===== config.mk =====
export PLATFORM = sky130hd
export DESIGN_NAME = serial_add_ctrl
export DESIGN_NICKNAME = d
export VERILOG_FILES = /design/src/rtl/serial_add_pkg.sv /design/src/rtl/serial_fa_cell.sv /design/src/rtl/serial_add_ctrl.sv
export SDC_FILE = /design/constraint.sdc
export NUM_CORES = 1
export LEC_CHECK = 0
export CORE_MARGIN = 5
export CORE_UTILIZATION = 35
export DETAILED_ROUTE_END_ITERATION = 8
export PLACE_DENSITY = 0.58
export SYNTH_ARGS = -nofsm -noshare
export SYNTH_HDL_FRONTEND = slang
export SYNTH_SLANG_ARGS = --single-unit

===== constraint.sdc =====
create_clock -name clk -period 2.8 [get_ports clk]
set_input_delay 0.84 -clock clk [delete_from_list [all_inputs] [get_ports clk]]
set_output_delay 0.84 -clock clk [all_outputs]
set_load 0.005 [all_outputs]

===== src/rtl/serial_add_pkg.sv =====
`default_nettype none
// ============================================================================
// Module      : serial_add_pkg
// Description : Shared types and constants for the bit-serial adder controller.
// Revision    : 1.0 - initial release
// ============================================================================
package serial_add_pkg;

    localparam int c_default_width = 8;

    typedef enum logic [1:0] {
        IDLE = 2'd0,
        RUN  = 2'd1,
        DONE = 2'd2
    } serial_add_state_t;

endpackage
`default_nettype wire


===== src/rtl/serial_fa_cell.sv =====
`default_nettype none
// ============================================================================
// Module      : serial_fa_cell
// Description : Combinational 1-bit full adder shared across all operand bits.
// Revision    : 1.0 - initial release
// ============================================================================
module serial_fa_cell (
    input  logic i_a,
    input  logic i_b,
    input  logic i_c,
    output logic o_s,
    output logic o_co
);

    assign o_s  = i_a ^ i_b ^ i_c;
    assign o_co = (i_a & i_b) | (i_c & (i_a ^ i_b));

endmodule
`default_nettype wire


===== src/rtl/serial_add_ctrl.sv =====
`default_nettype none
// ============================================================================
// Module      : serial_add_ctrl
// Description : Bit-serial adder, LSB first, one bit per clock, with a
//               start/ready/busy/done handshake. Optional SERIAL_ADD_SUB_EN
//               adds a 'sub' input for a-b via inverted b and carry-in of 1.
// Revision    : 1.0 - initial release
// ============================================================================
module serial_add_ctrl
    import serial_add_pkg::*;
#(
    parameter int WIDTH = c_default_width
) (
    input  logic             clk,
    input  logic             rst_n,
    input  logic             start,
    input  logic [WIDTH-1:0] a,
    input  logic [WIDTH-1:0] b,
    input  logic             cin,
`ifdef SERIAL_ADD_SUB_EN
    input  logic             sub,
`endif
    output logic             ready,
    output logic             busy,
    output logic             done,
    output logic [WIDTH-1:0] sum,
    output logic             cout
);

    localparam int                 c_cnt_w    = $clog2(WIDTH) + 1;
    localparam logic [c_cnt_w-1:0] c_cnt_last = c_cnt_w'(WIDTH - 1);
    localparam logic [c_cnt_w-1:0] c_cnt_one  = c_cnt_w'(1);

    serial_add_state_t r_state;
    serial_add_state_t w_state_next;

    logic [WIDTH-1:0]   r_a_sr;
    logic [WIDTH-1:0]   r_b_sr;
    logic [WIDTH-2:0]   r_s_sr;
    logic               r_carry;
    logic [c_cnt_w-1:0] r_cnt;

    logic               w_accept;
    logic               w_last;
    logic               w_s;
    logic               w_c;
    logic [WIDTH-1:0]   w_s_next;
    logic [WIDTH-1:0]   w_b_load;
    logic               w_c_load;

`ifdef SERIAL_ADD_SUB_EN
    // Subtraction is a + ~b + 1; cin has no meaning in that mode.
    assign w_b_load = sub ? ~b : b;
    assign w_c_load = sub | cin;
`else
    assign w_b_load = b;
    assign w_c_load = cin;
`endif

    serial_fa_cell u_fa (
        .i_a  (r_a_sr[0]),
        .i_b  (r_b_sr[0]),
        .i_c  (r_carry),
        .o_s  (w_s),
        .o_co (w_c)
    );

    assign w_accept = start & ready;
    assign w_last   = (r_state == RUN) && (r_cnt == c_cnt_last);
    // Newest sum bit on top of the WIDTH-1 bits accumulated so far.
    assign w_s_next = {w_s, r_s_sr};

    always_ff @(posedge clk or negedge rst_n) begin
        if (!rst_n) begin
            r_state <= IDLE;
        end else begin
            r_state <= w_state_next;
        end
    end

    always_comb begin
        w_state_next = r_state;
        ready        = 1'b0;
        busy         = 1'b0;
        done         = 1'b0;
        case (r_state)
            IDLE: begin
                ready = 1'b1;
                if (start) begin
                    w_state_next = RUN;
                end
            end
            RUN: begin
                busy = 1'b1;
                if (r_cnt == c_cnt_last) begin
                    w_state_next = DONE;
                end
            end
            DONE: begin
                ready        = 1'b1;
                done         = 1'b1;
                w_state_next = start ? RUN : IDLE;
            end
            default: begin
                w_state_next = IDLE;
            end
        endcase
    end

    always_ff @(posedge clk or negedge rst_n) begin
        if (!rst_n) begin
            r_a_sr  <= '0;
            r_b_sr  <= '0;
            r_s_sr  <= '0;
            r_carry <= 1'b0;
            r_cnt   <= '0;
            sum     <= '0;
            cout    <= 1'b0;
        end else if (w_accept) begin
            r_a_sr  <= a;
            r_b_sr  <= w_b_load;
            r_carry <= w_c_load;
            r_cnt   <= '0;
        end else if (r_state == RUN) begin
            r_a_sr  <= r_a_sr >> 1;
            r_b_sr  <= r_b_sr >> 1;
            r_s_sr  <= w_s_next[WIDTH-1:1];
            r_carry <= w_c;
            r_cnt   <= r_cnt + c_cnt_one;
            if (w_last) begin
                sum  <= w_s_next;
                cout <= w_c;
            end
        end
    end

endmodule
`default_nettype wire


==> summary by stage <==
Detailed routing
The number of design-rule violations left by the first detailed-router iteration is 84. The via count is ~1200. The routed wire length per instance is about 14 um. Wires add up to between 3000 and 4000 um.

In the routed layout, each cell is associated on average with a via count of a little under 5. The first TritonRoute pass finished after 4 iterations. The post-detailed-route count of antenna-violating nets is 0. The DRC violation count after routing is 0.

Min path
The tightest min-delay check is of the reg -> reg type.

Logic synthesis
The post-synthesis cell area is ~0.0016 mm2. The total of warnings raised by yosys is 0. The netlist uses 23 different library cells.

Yosys mapped a number of flops with a built-in enable equal to 0. The commonest register cell after synthesis is dfrtp_1. The number of storage elements in the synthesis netlist is 39. The cell count after synthesis came out at 161. The total nets after synthesis is 183. In the synthesized netlist the async set-or-reset flop fraction comes to 1.00.

For this run, the register share of the synthesized area comes to 0.593. A synthesized cell averages 10.2 um2.

Worst setup path
The slowest stage of the critical path is the clkdlybuf4s50_1 cell. The endpoint kind of the worst setup timing path is an output port. The worst setup path category is reg -> out. Following the worst setup path forward leads to its endpoint at busy. The largest single stage delay on the critical path is roughly 0.50 ns. The maximum fanout encountered on the critical timing path is 2. The worst register-to-register path begins at r_state[1]$_DFFE_PN0P_. The arrival time reported for the critical path endpoint is approximately 1.4 ns.

The startpoint type of the worst setup path is a flip-flop. The signal on the critical path passes through nand2b_1 > inv_1 > clkdlybuf4s50_1. In this run the critical register-to-register path is captured at sum[0]$_DFFE_PN0P_.

Counting cells, the worst reg-to-reg path comes to 4. The beginning of the critical path is r_state[1]$_DFFE_PN0P_. STA puts the critical path data required time at slightly below 2 ns.

The setup check on the worst reg-to-reg path leaves a slack of 1.07 ns.

STA
The portion of the clock cycle consumed by the worst path in the final layout is 0.801. Counting I/O delays and the setup requirement, the final critical path takes around 2.2 ns. The number of pins with negative max-slew slack in the final report came to 0. The measured slew at the worst slew-check pin is ~0.86 ns. The final sum of negative setup slack is 0 ns. The worst clock skew is roughly 0.0064 ns. Static timing analysis puts the maximum clock frequency at around 0.45 GHz. The final hold violation count was 0. The worst slew margin relative to its limit is 0.428. Setup violations remaining at the end of the flow were counted as 0. Setup repair after global routing left no endpoint under its margin. The least setup slack across all paths after layout is ~0.56 ns.

Pwr
The power per standard cell area is 1100 mW/mm2. The internal cell power is between 1 and 1.5 mW. The reported leakage power is ~0.95 nW.

The proportion of total power due to net switching is 0.359. The share of total power dissipated in combinational logic is 0.400. The switching power total is approximately 0.82 mW. The worst-case IR drop observed on VDD is about 0.00029 V.

The part of the power in the clock network is 0.162. The share of power burned in registers is 0.438.

GRT
The initial antenna violation count is 0. Entering global routing, the biggest net connects 40 pins. The number of global-route vias before repair was roughly 1300.

The global-route wire length before repair is 5780 um. Across every metal layer, demand over resource in global routing totals 0.120. The leftover overflow at the end of global routing is 0.

Placed design
After detailed placement, the design holds a cell count of between 200 and 250. OpenSTA, run right after detailed placement, puts the worst setup slack at between 0.7 and 0.8 ns. The HPWL reported at the end of detailed placement is ~2300 um.

In this run the tool buffered the top-level ports with 31 buffer cells. Routability-driven placement finished with a final weighted congestion of a little over 0.7. The cell area after placement is 0.00199 mm2.

Clock tree
The CTS root buffer is clkbuf_8. For the worst-skew pair, the clock arrives at the later sink with an insertion delay of between 0.2 and 0.3 ns. The clock drives 39 sinks. After clock tree synthesis, the clock-pin slew on the worst setup and hold paths is about 0.08 ns. The number of buffers inserted during clock tree synthesis is 5. The number of levels in the clock H-tree is 2. In this run, post-CTS hold repair placed 0 buffers. Buffers added to address setup during post-CTS repair amount to 0.

In this run the deepest clock path goes through 2 buffers. TritonCTS built the clock tree. Gates resized during post-CTS repair numbered 0.

Final layout
The commonest non-fill, non-tap cell in the layout is nand2_1. At the end of the flow, the number of nets in the layout was between 200 and 250. The fraction of layout cells with a size suffix above 1 is 0.114. In the final layout, the multi-input gates occupy 614 um2. The final standard cell area without fillers is between 0.002 and 0.0025 mm2.

Summing all flip-flop and latch instances after layout gives about 980 um2. The repair_antennas step left the layout with diodes totalling 0. The fill cell instance count of the final layout is 433. The library cells used most frequently in the layout, excluding fill and tap cells, are 52 x nand2_1, 39 x dfrtp_1, 30 x clkdlybuf4s50_1. The finished layout holds about 250 standard cells, fillers aside. The area added between synthesis and finish is 26.3%.

Floorplan
In this run the core area contains 25 standard-cell rows. The die covers 0.00617 mm2. The starting density of the core is 0.355.

The width of the chip is 78.6 um. The core region is around 0.0046 mm2. From bottom edge to top edge, the die measures around 79 um. The I/O pin count is 32.

Flow run
The number of max-cap violations is 0.

Status
The flow ran to the end, and the final reports show no timing, DRC or antenna violations.
## synthesized netlist by cell type (2+ instances only)
| cell | count | share of area |
|---|---|---|
| a31oi_1 | 11 | 0.042 |
| nor2_1 | 13 | 0.030 |
| buf_2 | 2 | 0.0061 |
| nand2b_1 | 2 | 0.0076 |
| mux2_2 | 10 | 0.068 |
| a22oi_1 | 3 | 0.014 |
| o21ai_0 | 2 | 0.0061 |
| mux2i_1 | 2 | 0.012 |
| nand3_1 | 4 | 0.012 |
| a22o_1 | 2 | 0.011 |
| dfrtp_1 | 39 | 0.59 |
| clkbuf_1 | 7 | 0.016 |
| nand2_1 | 52 | 0.12 |
| and2b_1 | 2 | 0.0091 |
| inv_1 | 2 | 0.0046 |
## worst max-delay path, delay by kind of cell (launching register included)
family                 cells  cell delay (ns)
and+or+nand+nor            1             0.15
DFF                        1             0.37
buffers and inverters      2             0.59
## per-layer routing
layer | GRT usage | vias up | routed length, um
met2 | 0.199 | 17 | 1700
met1 | 0.142 | 609 | 1530
met5 | 0 | - | 0
li1 | - | 595 | -
met3 | 0.0344 | 6 | 115
met4 | 0.0577 | 0 | 50
## area by class of cell
| cell class | instances | area share |
|---|---|---|
| multi-input combinational | 110 | 0.296 |
| inverter | 2 | 0.00361 |
| timing repair buffer | 34 | 0.158 |
| tap | 54 | 0.0325 |
| sequential | 39 | 0.470 |
| clock inverter | 2 | 0.00602 |
| clock buffer | 6 | 0.0349 |
## power groups by stage
stage | Clock [mW] | Sequential (mW) | Combinational (mW)
floorplan | 0 | 0.970 | 0.602
global placement | 0 | 0.991 | 0.891
detailed placement | 0 | 1.01 | 0.916
CTS | 0.382 | 0.994 | 0.923
global route | 0.413 | 1.03 | 1.03
finish | 0.369 | 0.997 | 0.910
## sequential cells by signal, summed over array words and instances (netlist names)
name and cells:
r_b_sr 8, r_state 2, cout 1, r_a_sr 8, r_s_sr 7, r_carry 1, r_cnt 4, sum 8
## cells by family after synthesis
| group | share of synthesized area |
|---|---|
| compound gates | 0.0791 |
| fa+ha+maj | 0.0198 |
| flops | 0.593 |
| simple gates | 0.194 |
| mux | 0.0806 |
| buf+inv | 0.0335 |
## metrics by stage
stage	power [mW]	hold slack [ns]	utilization
finish	2.28	0.482	0.449
global route	2.47	0.531	0.449
CTS	2.30	0.483	0.449
detailed placement	1.92	0.463	0.431
global placement	1.88	0.457	0.431
floorplan	1.57	0.440	-
## worst min-delay path by stage
stage | end | cells past startpoint | slack (ns) | start
floorplan | r_s_sr[0]$_DFFE_PN0P_ | 2 | 0.44 | r_s_sr[0]$_DFFE_PN0P_
global placement | r_s_sr[0]$_DFFE_PN0P_ | 2 | 0.46 | r_s_sr[0]$_DFFE_PN0P_
detailed placement | r_s_sr[0]$_DFFE_PN0P_ | 2 | 0.46 | r_s_sr[0]$_DFFE_PN0P_
CTS | r_s_sr[0]$_DFFE_PN0P_ | 2 | 0.48 | r_s_sr[0]$_DFFE_PN0P_
global route | r_s_sr[2]$_DFFE_PN0P_ | 2 | 0.53 | r_s_sr[3]$_DFFE_PN0P_
finish | r_s_sr[0]$_DFFE_PN0P_ | 2 | 0.48 | r_s_sr[0]$_DFFE_PN0P_
Power figures use the tool's default switching activity.
==> edit 1 (same settings) <==
Compare `r_cnt` against `c_cnt_last` with >= in place of ==.
--- a/src/rtl/serial_add_ctrl.sv
+++ b/src/rtl/serial_add_ctrl.sv
@@ -66,7 +66,7 @@
     );
 
     assign w_accept = start & ready;
-    assign w_last   = (r_state == RUN) && (r_cnt == c_cnt_last);
+    assign w_last   = (r_state == RUN) && (r_cnt >= c_cnt_last);
     // Newest sum bit on top of the WIDTH-1 bits accumulated so far.
     assign w_s_next = {w_s, r_s_sr};
 
Function: same outputs for any inputs over 10 cycles, from zero or initial values and one cycle with rst_n low; that may be too few to reach the edited logic, so the function may still have changed.
==> edit 1 against the original RTL <==
- power is 1.0% lower
- area after synthesis is 0.53% lower
- routed wire length is 11% lower
- sequential cell count stayed put
- design area is 0.18% lower
- clock skew is 0.0015 ns lower
- global-route usage is 1.0 points lower
- setup slack worse by 0.044 ns
==> edit 1: results (changes against the original RTL) <==
----------------------------------------------------
[Placed design]
  Placement Setup Slack ... 0.609 ns (-0.130 ns)
  Detailed Place HPWL ... 2100 um (-6.7%)
  Dpl cell area ... 1990 um2 (-0.38%)

[Pwr]
  Peak supply drop ... 0.000433 V (+47%)
  Standby leakage power ... 0.00104 uW (+9.4%)
  Sw Share ... 33.6% (-2.3 points)
  Logic power comb ... 913 uW (about the same)
  Clock network fraction of total power ... 16.5% (+0.3 points)

[Finish]
  Fillers ... 403 (-6.9%)
  Final-layout clock-cell area share ... 4.28% (+0.19 points)
  Share of post-route cells with drive strength above 1 ... 12.0% (+0.65 points)
  Register share of the cell area ... 47.0% (+0.085 points)
  Fraction of area in multi-input gates ... 29.1% (-0.43 points)

[STA]
  Final setup skew ... 0.00489 ns (-0.00147 ns)
  Max Fclk ... 437 MHz (-1.9%)
  Transition time at the pin with the least slew margin ... 0.854 ns (-0.00434 ns)

[Drt]
  DR WL met3 ... 186 um (+62%)
  Post-Route WL ... 3020 um (-11%)
  Routed len/inst ... 13.8 um (+0.84%)

[Synth]
  Library cells used by synthesis ... 25 (+8.7%)
  Portion of netlist area occupied by mux cells ... 6.80% (-1.3 points)
  Share of the synthesized area in compound gates (AO/OA/AOI/OAI) ... 17.1% (+9.2 points)
  Syn nets ... 152 (-17%)
  Sequential area share after synthesis ... 59.6% (+0.32 points)
  Synth Area per Inst ... 12.6 um2 (+23%)

[Setup path]
  Reg-to-reg setup timing slack ... 1.25 ns (+0.18 ns)

[GRT]
  Via count of the first global-routing pass ... 1,208 (-4.2%)
  Overall fraction of global-route tracks in use ... 11.0% (-1.0 points)
  Met1 global-route usage ... 12.3% (-1.9 points)
  Global-route wire length before repair ... 5290 um (-8.5%)

[Status]
  Run status ... completed

----------------------------------------------------
edit 1: cell count changes in the layout (fill, tap and decap cells not counted), moves of 2 or more:
cell | before | now
sky130_fd_sc_hd__mux2_2 | 10 | 5
sky130_fd_sc_hd__nor2_1 | 13 | 2
sky130_fd_sc_hd__a21o_1 | 0 | 15
sky130_fd_sc_hd__and2b_1 | 2 | 0
sky130_fd_sc_hd__nand3_1 | 4 | 0
sky130_fd_sc_hd__nor2_4 | 0 | 2
sky130_fd_sc_hd__a22oi_1 | 3 | 0
sky130_fd_sc_hd__mux2_1 | 0 | 4
sky130_fd_sc_hd__a31oi_1 | 11 | 0
sky130_fd_sc_hd__nand2_1 | 52 | 22
sky130_fd_sc_hd__a22o_1 | 2 | 18
sky130_fd_sc_hd__nor2b_1 | 0 | 2
==> edit 2 (config.mk and constraints unchanged) <==
Without the edit above. Set the package constant `c_default_width` to 4 (it was 8).
--- a/src/rtl/serial_add_pkg.sv
+++ b/src/rtl/serial_add_pkg.sv
@@ -6,7 +6,7 @@
 // ============================================================================
 package serial_add_pkg;
 
-    localparam int c_default_width = 8;
+    localparam int c_default_width = 4;
 
     typedef enum logic [1:0] {
         IDLE = 2'd0,
Interface: changed (resized a, b and sum); port bits go from 32 to 20. No check against the original RTL was run, so the function may have changed too.
==> edit 2 against the original RTL <==
- combinational power fell by 28%
- register-to-register slack better by 0.30 ns
- power fell by 38%
- design area down 36%
- clock power decreased by 53%
- routed wire length shrank 43%
- critical path type unchanged
- count of clock-buffer cells in the layout shrank 2
- area after synthesis shrank 34%
- synthesized cell count down 42%
- sequential cell count decreased by 17
- critical path depth unchanged
- setup slack worse by 0.34 ns
==> edit 2: results (changes against the original RTL) <==
----------------------------------------------------
[Status]
  Run status ... completed

[Synth]
  Sequential area share after synthesis ... 50.8% (-8.5 points)
  Async SR Flop Fraction ... 100% (unchanged)
  Flip-flop cell with the highest count after synthesis ... sky130_fd_sc_hd__dfrtp_1
  Share of the synthesized area in the top cell type ... 50.8% (-8.5 points)
  Cell types with the highest counts after synthesis ... sky130_fd_sc_hd__dfrtp_1, sky130_fd_sc_hd__nand2_1, sky130_fd_sc_hd__mux2i_1
  Syn nets ... 109 (-40%)
  Warnings, synthesis ... 0 (unchanged)
  Synth area leaders ... sky130_fd_sc_hd__dfrtp_1, sky130_fd_sc_hd__mux2i_1, sky130_fd_sc_hd__mux2_4

[GRT]
  Overall fraction of global-route tracks in use ... 10.2% (-1.8 points)
  Maximum number of pins on one net before global-route repair ... 23 (-43%)
  Global-route wire length before repair ... 3390 um (-41%)
  Via count of the first global-routing pass ... 730 (-42%)

[Finish]
  Share of post-route cells with drive strength above 1 ... 13.0% (+1.6 points)
  Registers with the highest flip-flop counts ... r_a_sr x4, r_b_sr x4, sum x4
  Total number of nets in the final design ... 131 (-39%)

[Drt]
  DR iter-0 viols ... 14 (-83%)
  Number of iterations in the first detailed-routing pass ... 3 (-1)
  Post-Route WL ... 1930 um (-43%)
  Detailed-route vias per instance ... 4.80 (-3.3%)

[Setup path]
  WP data arrival ... 1.74 ns (+0.34 ns)
  Cell with the biggest individual delay on the critical path ... sky130_fd_sc_hd__dfrtp_1
  Largest stage delay on the critical path ... 0.62 ns (+0.12 ns)
  Critical register-to-register path endpoint ... sum[3]
  Reg-to-reg setup timing slack ... 1.37 ns (+0.30 ns)
  Launching point of the worst reg2reg path ... r_state[0]
  Max Fanout on Critical Path ... 12 (+10)

[Clock network]
  Clock Pin Slew Worst Setup and Hold Paths ... 0.12 ns (+0.04 ns)
  CTS buffer count ... 3 (-2)
  Number of buffers inserted to repair setup after CTS ... 0 (unchanged)
  Cell at the root of the clock tree ... sky130_fd_sc_hd__clkbuf_4
  H-Tree Depth ... 1 (-1)

[STA]
  Transition time at the pin with the least slew margin ... 0.480 ns (-0.378 ns)
  Final setup skew ... 0.00656 ns (+0.000199 ns)
  Max Fclk ... 388 MHz (-13%)

[Pwr]
  Standby leakage power ... 0.000590 uW (-38%)
  Clock network fraction of total power ... 12.2% (-4.0 points)
  Logic power comb ... 655 uW (-28%)
  Peak supply drop ... 0.000372 V (+26%)

[Placed design]
  Final Wtd Congestion ... 0.787 (+10%)
  Placement Setup Slack ... 0.575 ns (-0.164 ns)
  Dpl cell area ... 1300 um2 (-35%)
  Detailed Place HPWL ... 1450 um (-36%)
  Number of port buffers ... 19 (-39%)

----------------------------------------------------
==> edit 2: cell types whose count changed in the layout (fill, tap and decap cells not counted), sizes merged, moves of 3 or more <==
cell,change
mux2i,+6
a21oi,+4
mux2,-5
a22oi,-3
nand2,-39
clkdlybuf4s50,-11
a31oi,-11
nor2b,+7
a211oi,+5
nor2,-10
dfrtp,-17
==> edit 2: worst max path at each step <==
stage	depth (start not counted)	end	startpoint
CTS	3	busy	r_state[0]
global route	3	busy	r_state[0]
global placement	3	busy	r_state[0]
floorplan	4	busy	r_state[1]
detailed placement	3	busy	r_state[0]
finish	3	busy	r_state[0]
==> edit 2: stage by stage <==
| stage | utilization [%] | instances | total power [uW] | hold slack, ns |
|---|---|---|---|---|
| floorplan | - | 94 | 1050 | 0.446 |
| detailed placement | 43.3 | 144 | 1260 | 0.474 |
| global route | 44.5 | 148 | 1540 | 0.526 |
| global placement | 43.3 | 144 | 1250 | 0.477 |
| CTS | 44.5 | 148 | 1440 | 0.502 |
| finish | 44.5 | 148 | 1420 | 0.498 |
==> edit 2: layer usage <==
metal | vias to the layer above | GRT usage [%] | routed length [um]
met3 | 2 | 2.39 | 72
met1 | 330 | 14.8 | 1050
met4 | 0 | 3.89 | 7
li1 | 362 | - | -
met5 | - | 0 | 0
met2 | 17 | 14.4 | 802
==> edit 2: final cells by class <==
cell class	instances	area, um2
flip-flops and latches	22	551
fillers	291	1670
clock buffers	4	36.3
repair buffers	22	213
inverters	4	27.5
well taps	33	41.3
multi-input cells	63	469
==> edit 2: cells by family (layout without fill, tap and decap cells) <==
kind of cell               after synthesis  after routing  synth area share (%)
and+or+nand+nor                         30             30                  15.2
DFF                                     22             22                  50.8
AOI/OAI and AO/OA                       17             17                  9.58
muxes                                   13             13                  14.3
buffers and inverters                    9             30                  5.89
adders and majority gates                3              3                  4.16
